$ cat config.mk
export PLATFORM = sky130hd
export DESIGN_NAME = vedic_mac_acc
export DESIGN_NICKNAME = d
export VERILOG_FILES = /design/src/rtl/vedic_pkg.sv /design/src/rtl/vedic_mac_pipe_reg.sv /design/src/rtl/vedic_mul32.sv /design/src/rtl/vedic_mac_acc.sv
export SDC_FILE = /design/constraint.sdc
export NUM_CORES = 2
export LEC_CHECK = 0
export CORE_ASPECT_RATIO = 0.8
export CORE_UTILIZATION = 45
export DETAILED_ROUTE_END_ITERATION = 10
export SLEW_MARGIN = 20
export SYNTH_ARGS = -nofsm -noshare
export SYNTH_HDL_FRONTEND = slang
export SYNTH_SLANG_ARGS = --single-unit
$ cat constraint.sdc
create_clock -name clk -period 9.69 [get_ports clk]
set_clock_uncertainty 0.2 [all_clocks]
set_input_delay 1.938 -clock clk [delete_from_list [all_inputs] [get_ports clk]]
set_output_delay 1.938 -clock clk [all_outputs]
set_load 0.1 [all_outputs]
$ cat src/rtl/vedic_pkg.sv
// Shared constants and stage payload types for the Vedic MAC datapath.
package vedic_pkg;
  localparam int ACC_W_DEF  = 72;
  localparam int CNT_W_DEF  = 16;
  localparam int OP_W       = 32;
  localparam int PROD_W     = 64;

  typedef struct packed {
    logic [OP_W-1:0] a;
    logic [OP_W-1:0] b;
    logic            last;
  } s1_t;

  typedef struct packed {
    logic [PROD_W-1:0] prod;
    logic              ovf;
    logic              last;
  } s2_t;
endpackage

$ cat src/rtl/vedic_mac_pipe_reg.sv
// Stall-aware valid/data pipeline register; data only loads on a valid beat.
module vedic_mac_pipe_reg #(
  parameter int W = 8
) (
  input  logic         clk,
  input  logic         rst_n,
  input  logic         i_stall,
  input  logic         i_valid,
  input  logic [W-1:0] i_data,
  output logic         o_valid,
  output logic [W-1:0] o_data
);
  logic         r_valid;
  logic [W-1:0] r_data;

  always_ff @(posedge clk or negedge rst_n) begin
    if (!rst_n) begin
      r_valid <= 1'b0;
      r_data  <= '0;
    end else if (!i_stall) begin
      r_valid <= i_valid;
      if (i_valid) r_data <= i_data;
    end
  end

  assign o_valid = r_valid;
  assign o_data  = r_data;
endmodule

$ cat src/rtl/vedic_mul32.sv
// 32x32 unsigned Vedic (Urdhva-Tiryagbhyam) multiplier: vertical and crosswise
// 16-bit partial products; o_ovf is the carry beyond 64 bits.
module vedic_mul32 (
  input  logic [31:0] i_a,
  input  logic [31:0] i_b,
  input  logic        i_gnd,
  output logic [63:0] o_prod,
  output logic        o_ovf
);
  logic [31:0] w_p_ll, w_p_hh, w_p_hl, w_p_lh;
  logic [32:0] w_cross;
  logic [64:0] w_full;

  assign w_p_ll  = 32'(i_a[15:0])  * 32'(i_b[15:0]);
  assign w_p_hh  = 32'(i_a[31:16]) * 32'(i_b[31:16]);
  assign w_p_hl  = 32'(i_a[31:16]) * 32'(i_b[15:0]);
  assign w_p_lh  = 32'(i_a[15:0])  * 32'(i_b[31:16]);
  assign w_cross = {1'b0, w_p_hl} + {1'b0, w_p_lh};
  assign w_full  = {1'b0, w_p_hh, w_p_ll} + {16'b0, w_cross, 16'b0} + {64'b0, i_gnd};
  assign o_prod  = w_full[63:0];
  assign o_ovf   = w_full[64];
endmodule

$ cat src/rtl/vedic_mac_acc.sv
// Three-stage multiply-accumulate over in_last-delimited frames.
// Define VEDIC_MAC_SAT_EN to saturate the accumulator instead of wrapping.
// Handshake: a beat moves on a cycle with valid & ready; stall = out_valid & ~out_ready
// freezes every stage and drops in_ready.
module vedic_mac_acc
  import vedic_pkg::*;
#(
  parameter int ACC_W = ACC_W_DEF,
  parameter int CNT_W = CNT_W_DEF
) (
  input  logic             clk,
  input  logic             rst_n,
  input  logic             in_valid,
  output logic             in_ready,
  input  logic [OP_W-1:0]  in_a,
  input  logic [OP_W-1:0]  in_b,
  input  logic             in_last,
  output logic             out_valid,
  input  logic             out_ready,
  output logic [ACC_W-1:0] out_acc,
  output logic             out_ovf,
  output logic [CNT_W-1:0] out_count
);
  logic              w_stall, w_accept;
  s1_t               w_s1_d, w_s1_q;
  s2_t               w_s2_d, w_s2_q;
  logic              w_s1_v, w_s2_v;
  logic [PROD_W-1:0] w_prod;
  logic              w_mul_ovf;
  logic [ACC_W:0]    w_sum;
  logic [ACC_W-1:0]  w_acc_next;
  logic              w_ovf_next;
  logic [CNT_W-1:0]  w_cnt_next;

  logic [ACC_W-1:0]  r_acc, r_out_acc;
  logic              r_ovf, r_out_ovf, r_out_valid;
  logic [CNT_W-1:0]  r_cnt, r_out_count;

  assign w_stall  = r_out_valid & ~out_ready;
  assign in_ready = ~w_stall;
  assign w_accept = in_valid & in_ready;
  assign w_s1_d   = '{a: in_a, b: in_b, last: in_last};

  vedic_mac_pipe_reg #(.W($bits(s1_t))) u_s1 (
    .clk(clk), .rst_n(rst_n), .i_stall(w_stall),
    .i_valid(w_accept), .i_data(w_s1_d), .o_valid(w_s1_v), .o_data(w_s1_q)
  );

  vedic_mul32 u_mul (
    .i_a(w_s1_q.a), .i_b(w_s1_q.b), .i_gnd(1'b0), .o_prod(w_prod), .o_ovf(w_mul_ovf)
  );

  assign w_s2_d = '{prod: w_prod, ovf: w_mul_ovf, last: w_s1_q.last};

  vedic_mac_pipe_reg #(.W($bits(s2_t))) u_s2 (
    .clk(clk), .rst_n(rst_n), .i_stall(w_stall),
    .i_valid(w_s1_v), .i_data(w_s2_d), .o_valid(w_s2_v), .o_data(w_s2_q)
  );

  assign w_sum      = {1'b0, r_acc} + {{(ACC_W + 1 - PROD_W){1'b0}}, w_s2_q.prod};
  assign w_ovf_next = r_ovf | w_sum[ACC_W] | w_s2_q.ovf;
  assign w_cnt_next = (&r_cnt) ? r_cnt : r_cnt + CNT_W'(1);
`ifdef VEDIC_MAC_SAT_EN
  // Once pinned at all-ones every later add carries out again, so it sticks.
  assign w_acc_next = w_sum[ACC_W] ? {ACC_W{1'b1}} : w_sum[ACC_W-1:0];
`else
  assign w_acc_next = w_sum[ACC_W-1:0];
`endif

  always_ff @(posedge clk or negedge rst_n) begin
    if (!rst_n) begin
      r_acc       <= '0;
      r_ovf       <= 1'b0;
      r_cnt       <= '0;
      r_out_acc   <= '0;
      r_out_ovf   <= 1'b0;
      r_out_count <= '0;
      r_out_valid <= 1'b0;
    end else if (!w_stall) begin
      // Unstalled means the held result (if any) is being taken this cycle.
      r_out_valid <= 1'b0;
      if (w_s2_v) begin
        if (w_s2_q.last) begin
          r_out_acc   <= w_acc_next;
          r_out_ovf   <= w_ovf_next;
          r_out_count <= w_cnt_next;
          r_out_valid <= 1'b1;
          r_acc       <= '0;
          r_ovf       <= 1'b0;
          r_cnt       <= '0;
        end else begin
          r_acc <= w_acc_next;
          r_ovf <= w_ovf_next;
          r_cnt <= w_cnt_next;
        end
      end
    end
  end

  assign out_valid = r_out_valid;
  assign out_acc   = r_out_acc;
  assign out_ovf   = r_out_ovf;
  assign out_count = r_out_count;
endmodule

---- Word level (Yosys, flattened, before mapping) ----
Cells that the tools add are included.
storage, ports and cells
  register bits after elaboration ......... 312
  latch bits .............................. 0
  memory bits (writable) .................. 0
  memory bits (read-only) ................. 0
  input port bits ......................... 69
  output and inout bits ................... 91
  word-level logic and storage cells ...... 36
  memories kept ........................... 0
cells by class
  $add $sub $neg .......................... 4
  multiply operators ...................... 4
  divide/modulo/power cells ............... 0
  magnitude comparators ................... 0
  equal/unequal tests ..................... 0
  shift operators ......................... 0
  mux-type cells .......................... 6
  bitwise operators ....................... 6
  reductions and logical operators ........ 5
operators by type and width
  kind                                                              number
  16-bit by 16-bit multiplier with 32-bit output                    4
  72-bit by 64-bit adder with 73-bit output                         1
  72-bit 2-to-1 mux                                                 1
  64-bit by 49-bit adder with 65-bit output                         1
  32-bit by 32-bit adder with 33-bit output                         1
  16-bit 2-to-1 mux                                                 2
  16-bit by 1-bit adder with 16-bit output (second input constant)  1
  16-bit AND reduction                                              1
  2-bit AND reduction                                               3
  1-bit 2-to-1 mux                                                  3
  3-bit AND reduction                                               1
  1-bit AND                                                         2
  1-bit NOT                                                         2
  1-bit OR                                                          2

---- Logic depth before layout (Yosys ltp) ----
  depth after elaboration ................. 5
  depth in mapped cells ................... 41
  mapped depth without buffers ............ 39

---- Modules after synthesis ----
From an unflattened synthesis, not the netlist that was laid out.
second synthesis, totals
  cell total of the unflattened synthesis .. 5895
  area total of the unflattened synthesis .. 53837.9 sq um
by module, submodules not included
  module                      times used  cells each  area each (sq um)  seq. area each (sq um)
  vedic_mul32                 1           4320        37151.9            0.0
  vedic_mac_acc               1           1293        11380.9            4479.3
  vedic_mac_pipe_reg at u_s1  1           140         2666.3             1651.6
  vedic_mac_pipe_reg at u_s2  1           142         2638.8             1676.6

---- Worst setup path after synthesis ----
Ideal clock, no wire load.
  path type ............................... flip-flop to flip-flop
  start ................................... register u_s1.r_data[43], in the netlist u_s1.o_data[43]
  end ..................................... register u_s2.r_data[59], in the netlist u_s2.o_data[59]
  setup time .............................. 96 ps
  arrival ................................. 8651 ps
  required time ........................... 9394 ps
  slack ................................... 743 ps
  cell stages (with the launch flop) ...... 35
  buffers on the path ..................... 1
  period minus slack after synthesis ...... 8947 ps
  cell sequence ........................... dfrtp_1 -> clkbuf_1 -> nand2_1 -> fa_1 -> inv_1 -> fa_1 -> inv_1 -> fa_1 -> fa_1 -> fa_1 -> fa_1 -> inv_1 -> ha_1 -> a21o_1 -> a21o_1 -> a21o_1 -> a221oi_1 -> nor4_1 -> a2111oi_0 -> o31ai_1 -> nor4_1 -> o41ai_1 -> a21oi_1 -> xnor2_1 -> ha_1 -> and3_1 -> nand2_1 -> a2111oi_0 -> nor3_1 -> o211ai_1 -> nand3_1 -> a21oi_1 -> o21ai_0 -> o21a_1 -> o31ai_1
between the ends
  word-level cells in the longest chain between the ends .. 3
  elaborated cells between the ends (all ways) .. 4
  classes of those cells .................. 2 x add/sub; 2 x mul
RTL lines
  item                                            line                      text
  from (decl)                                     vedic_mac_pipe_reg.sv:14  logic [W-1:0] r_data;
  from (signal assigned)                          vedic_mac_pipe_reg.sv:22  if (i_valid) r_data <= i_data;
  16-bit by 16-bit multiplier with 32-bit output  vedic_mul32.sv:17         assign w_p_lh = 32'(i_a[15:0]) * 32'(i_b[31:16]);
  32-bit by 32-bit adder with 33-bit output       vedic_mul32.sv:18         assign w_cross = {1'b0, w_p_hl} + {1'b0, w_p_lh};
  64-bit by 49-bit adder with 65-bit output *     vedic_mul32.sv:19         assign w_full = {1'b0, w_p_hh, w_p_ll} + {16'b0, w_cross, 16'b0} + {64'b0, i_gnd};
  to (signal assigned)                            vedic_mac_pipe_reg.sv:22
  to (decl)                                       vedic_mac_pipe_reg.sv:14
Every way passes the cells marked *; elsewhere a longest branch is shown, timed or not.
A chain may end at the register's enable or synchronous reset.

---- Worst setup path after layout ----
  start ................................... register u_s1.r_data[4], in the netlist u_s1.o_data[4]
  end ..................................... register u_s2.r_data[64], in the netlist u_s2.o_data[64]
between the ends
  word-level cells in the longest chain between the ends .. 3
  elaborated cells between the ends (all ways) .. 4
  classes of those cells .................. 2 x add/sub; 2 x mul
RTL lines
  item                                            line               text
  16-bit by 16-bit multiplier with 32-bit output  vedic_mul32.sv:16  assign w_p_hl = 32'(i_a[31:16]) * 32'(i_b[15:0]);
  32-bit by 32-bit adder with 33-bit output       vedic_mul32.sv:18
  64-bit by 49-bit adder with 65-bit output *     vedic_mul32.sv:19
Marks and branches as above.

==> metrics.md <==
| Metric | Value |
|---|---|
| CP delay by family, top | `adder cells` |
| Fin nets | `between 7,000 and 8,000` |
| Hold_ws | `between 0.2 and 0.3 ns` |
| Via count | `39,320` |
| Fill count | `10,790` |
| Antenna viol nets, final | `0` |
| Drt first pass iters | `5` |
| Worst-path fanout max | `21` |
| Initial antenna violation count | `2` |
| CTS buffer count | `39` |
| Layout Area Growth over Synthesis | `12.17%` |
| Core area | `~110,000 µm²` |
| Final setup viols | `0` |
| Htree depth | `2` |
| Root Driver | `clkbuf_16` |
| Slowest cell delay on critical path | `0.55 ns` |
| Sequential share of the synthesized area | `0.1501` |
| CP arrival | `9.68 ns` |
| Most common flop cell mapped by yosys | `dfrtp_1` |
| Async set-reset flop share out of synthesis | `1.000` |
| WP buf/inv | `5` |
| Mean post-synth cell area | `a little over 9 µm²` |
| Vias per Instance | `between 5 and 6` |
| DRT Wirelength | `around 140 mm` |
| Critical-path top delay cell | `fa_1` |
| Worst-margin pin slew | `1.064 ns` |
| WHS Path Cells | `2` |
| Clk sinks | `312` |
| # DRC | `0` |
| Port bufs | `159` |
| DP Worst Slack | `-0.4043 ns` |
| Levels on crit path | `32` |
| Multi-input gate area | `~40,000 µm²` |
| WP data required | `roughly 10 ns` |
| Setup CP Type | `flop to flop` |
| FF-to-FF path depth | `32` |
| Initial core utilization | `0.4541` |
| Commonest non-fill, non-tap cell in the layout | `inv_1` |
| Post-Synthesis Cells | `about 5,800` |
| Clock Latency Late Sink | `between 0.6 and 0.7 ns` |
| CTS tree | `yes` |
| R2R Path End | `u_s2.o_data[64]` |
| Wire length per cell | `around 19 µm` |
| Final worst setup slack | `between 0.3 and 0.4 ns` |
| Warnings, synthesis | `0` |
| Maxcap violations | `0` |
| Final min period | `about 9.4 ns` |
| Commonest non-fill, non-tap cells in the layout | `991 x inv_1, 838 x nand2_1, 838 x fa_1` |
| Grt ovf | `0` |
| Min-Delay Path Class | `flop to flop` |
| Die Height | `between 300 and 400 µm` |
| GRT Util Overall | `0.2481` |
| TNS Setup | `0 ns` |
| Placer Congestion | `just over 0.9` |
| Die area | `roughly 120,000 µm²` |
| Netlist Area Pre-Place | `about 52,000 µm²` |
| Hold_sp | `out_acc[14]` |
| Num rows | `111` |
| Worst hold endpoint | `out_acc[14]` |
| Detail Placement HPWL | `115.4 mm` |
| Number of flops mapped to enable cells by yosys | `0` |
| CTS clock-pin slew for the worst setup and hold paths | `0.07 ns` |
| Cell mode on critical path | `fa_1` |
| R2R Setup Slk | `between 0.3 and 0.4 ns` |
| Slew Viols, Final | `0` |
| Netlist cell types | `84` |
| RR Startpoint | `u_s1.o_data[4]` |
| Period utilisation layout | `0.9669` |
| Synthesis-stage register bit count | `around 310` |
| First-pass GRT wire length | `between 200 and 250 mm` |
| Fmax | `0.1067 GHz` |
| Status | `completed` |
| Cell Area, Placed | `56,540 µm²` |
| Startpoint Class | `flop` |
| Clock Tree Buf Depth | `3` |
| Final hold viol count | `0` |
| 1st-iter DRT viols | `approximately 2,400` |
| Register Area | `slightly below 8000 µm²` |
| Post-route cell area | `between 50,000 and 60,000 µm²` |
| Syn Nets | `approximately 7,200` |
| Top Ports | `160` |
| Critical path endpoint category | `flop` |
| Largest net degree at the start of global routing | `around 120` |
| Die width | `approximately 380 µm` |
| Share of cells above drive strength 1 | `0.08927` |
| Hold-fix buffers, CTS | `0` |
| Vias in the first global route | `about 41,000` |
| Slew HR | `0.2884` |
-- layer usage --
layer  up-vias  part of all wire  track usage  wire (µm)
met3       149             0.062      0.03864       8741
met2      1039              0.46       0.3920      64280
met1     19810              0.46       0.3579      64670
li1      18330                 -            -          -
met4         0             0.023      0.05600       3216
met5         -                 0            0          0
-- worst reg2reg max path, delay by kind of cell (launching register included) --
family | cells | cell delay [ns]
buffers and inverters | 5 | 0.58
AO/OA/AOI/OAI | 10 | 1.96
flip-flops | 1 | 0.42
AND/OR/NAND/NOR | 6 | 1.23
XOR/XNOR | 1 | 0.20
adder cells (fa/ha/maj) | 10 | 4.65
-- worst max path at each step --
stage	end	slack (ns)	startpoint
global route	u_s2.o_data[65]	-0.01	u_s1.o_data[36]
detailed placement	u_s2.o_data[59]	-0.40	u_s1.o_data[3]
floorplan	u_s2.o_data[59]	0.74	u_s1.o_data[43]
CTS	u_s2.o_data[1]	0.004	u_s1.o_data[42]
global placement	u_s2.o_data[59]	-0.25	u_s1.o_data[3]
finish	u_s2.o_data[64]	0.32	u_s1.o_data[4]
-- cell usage after synthesis, types with 5 or more instances --
library cell,n,area (µm²)
fa_1,838,16780
a31oi_1,25,156.4
ha_1,507,6344
a22o_1,55,481.7
nor4_1,6,37.54
o21ai_1,9,45.04
o31ai_1,27,202.7
dfrtp_1,312,7807
inv_1,991,3720
nand2_1,842,3161
or2_2,9,56.30
a21oi_1,192,960.9
clkbuf_1,291,1092
mux2_2,95,1070
or3_1,13,81.33
and2_1,529,3309
nor2_1,128,480.5
o211ai_1,16,120.1
a21o_1,103,773.2
mux2i_1,11,110.1
a211oi_1,14,105.1
xor2_1,71,621.9
nor3_1,31,155.2
buf_1,6,22.52
xnor2_1,123,1077
nand4_1,22,137.6
a221oi_1,8,70.07
o2111ai_1,6,52.55
o21ai_0,186,930.9
o21bai_1,28,210.2
nand2b_1,25,156.4
and4_1,9,78.83
a21boi_0,6,45.04
a311oi_1,5,43.79
o21a_1,23,172.7
nor2b_1,25,156.4
nand3_1,49,245.2
and3_1,29,181.4
o41ai_1,5,43.79
-- cell type report --
class / count / share of cell area
diodes: 1 / 0.00004288
clock buffers: 54 / 0.01923
clock inverters: 14 / 0.003623
inverters: 991 / 0.06373
multi-input cells: 4148 / 0.6809
flip-flops and latches: 312 / 0.1342
well taps: 1525 / 0.03269
repair buffers: 429 / 0.06556
-- registers in the layout, indices dropped and copies added, names as in the netlist --
signal,count
out_acc,72
r_acc,72
u_s2.o_data,66
u_s1.o_data,65
out_count,16
r_cnt,16
out_ovf,1
out_valid,1
r_ovf,1
u_s1.o_valid,1
u_s2.o_valid,1
-- per-stage QoR --
| stage | utilization | std cells |
|---|---|---|
| floorplan | - | 5750 |
| global placement | 0.4935 | 7391 |
| detailed placement | 0.4935 | 7391 |
| CTS | 0.5055 | 7460 |
| global route | 0.5094 | 7473 |
| finish | 0.5094 | 7474 |
-- cells by family after synthesis --
kind of cell    after synthesis  synth area share
buf+inv                    1290           0.09311
simple gates               1740            0.1625
mux                         106           0.02268
flops                       312            0.1501
xor+xnor                    194           0.03266
compound gates              763           0.09469
fa+ha+maj                  1345            0.4443
-- timing repair --
action / in CTS / in global routing
setup buffers: 1 / 15
setup endpoints to repair: 21 / 26
resized for setup: 10 / 83
pin swaps: 1 / 29
Power is not shown: default switching activity piles up to over one toggle a cycle in this logic, so the estimate is an artifact.
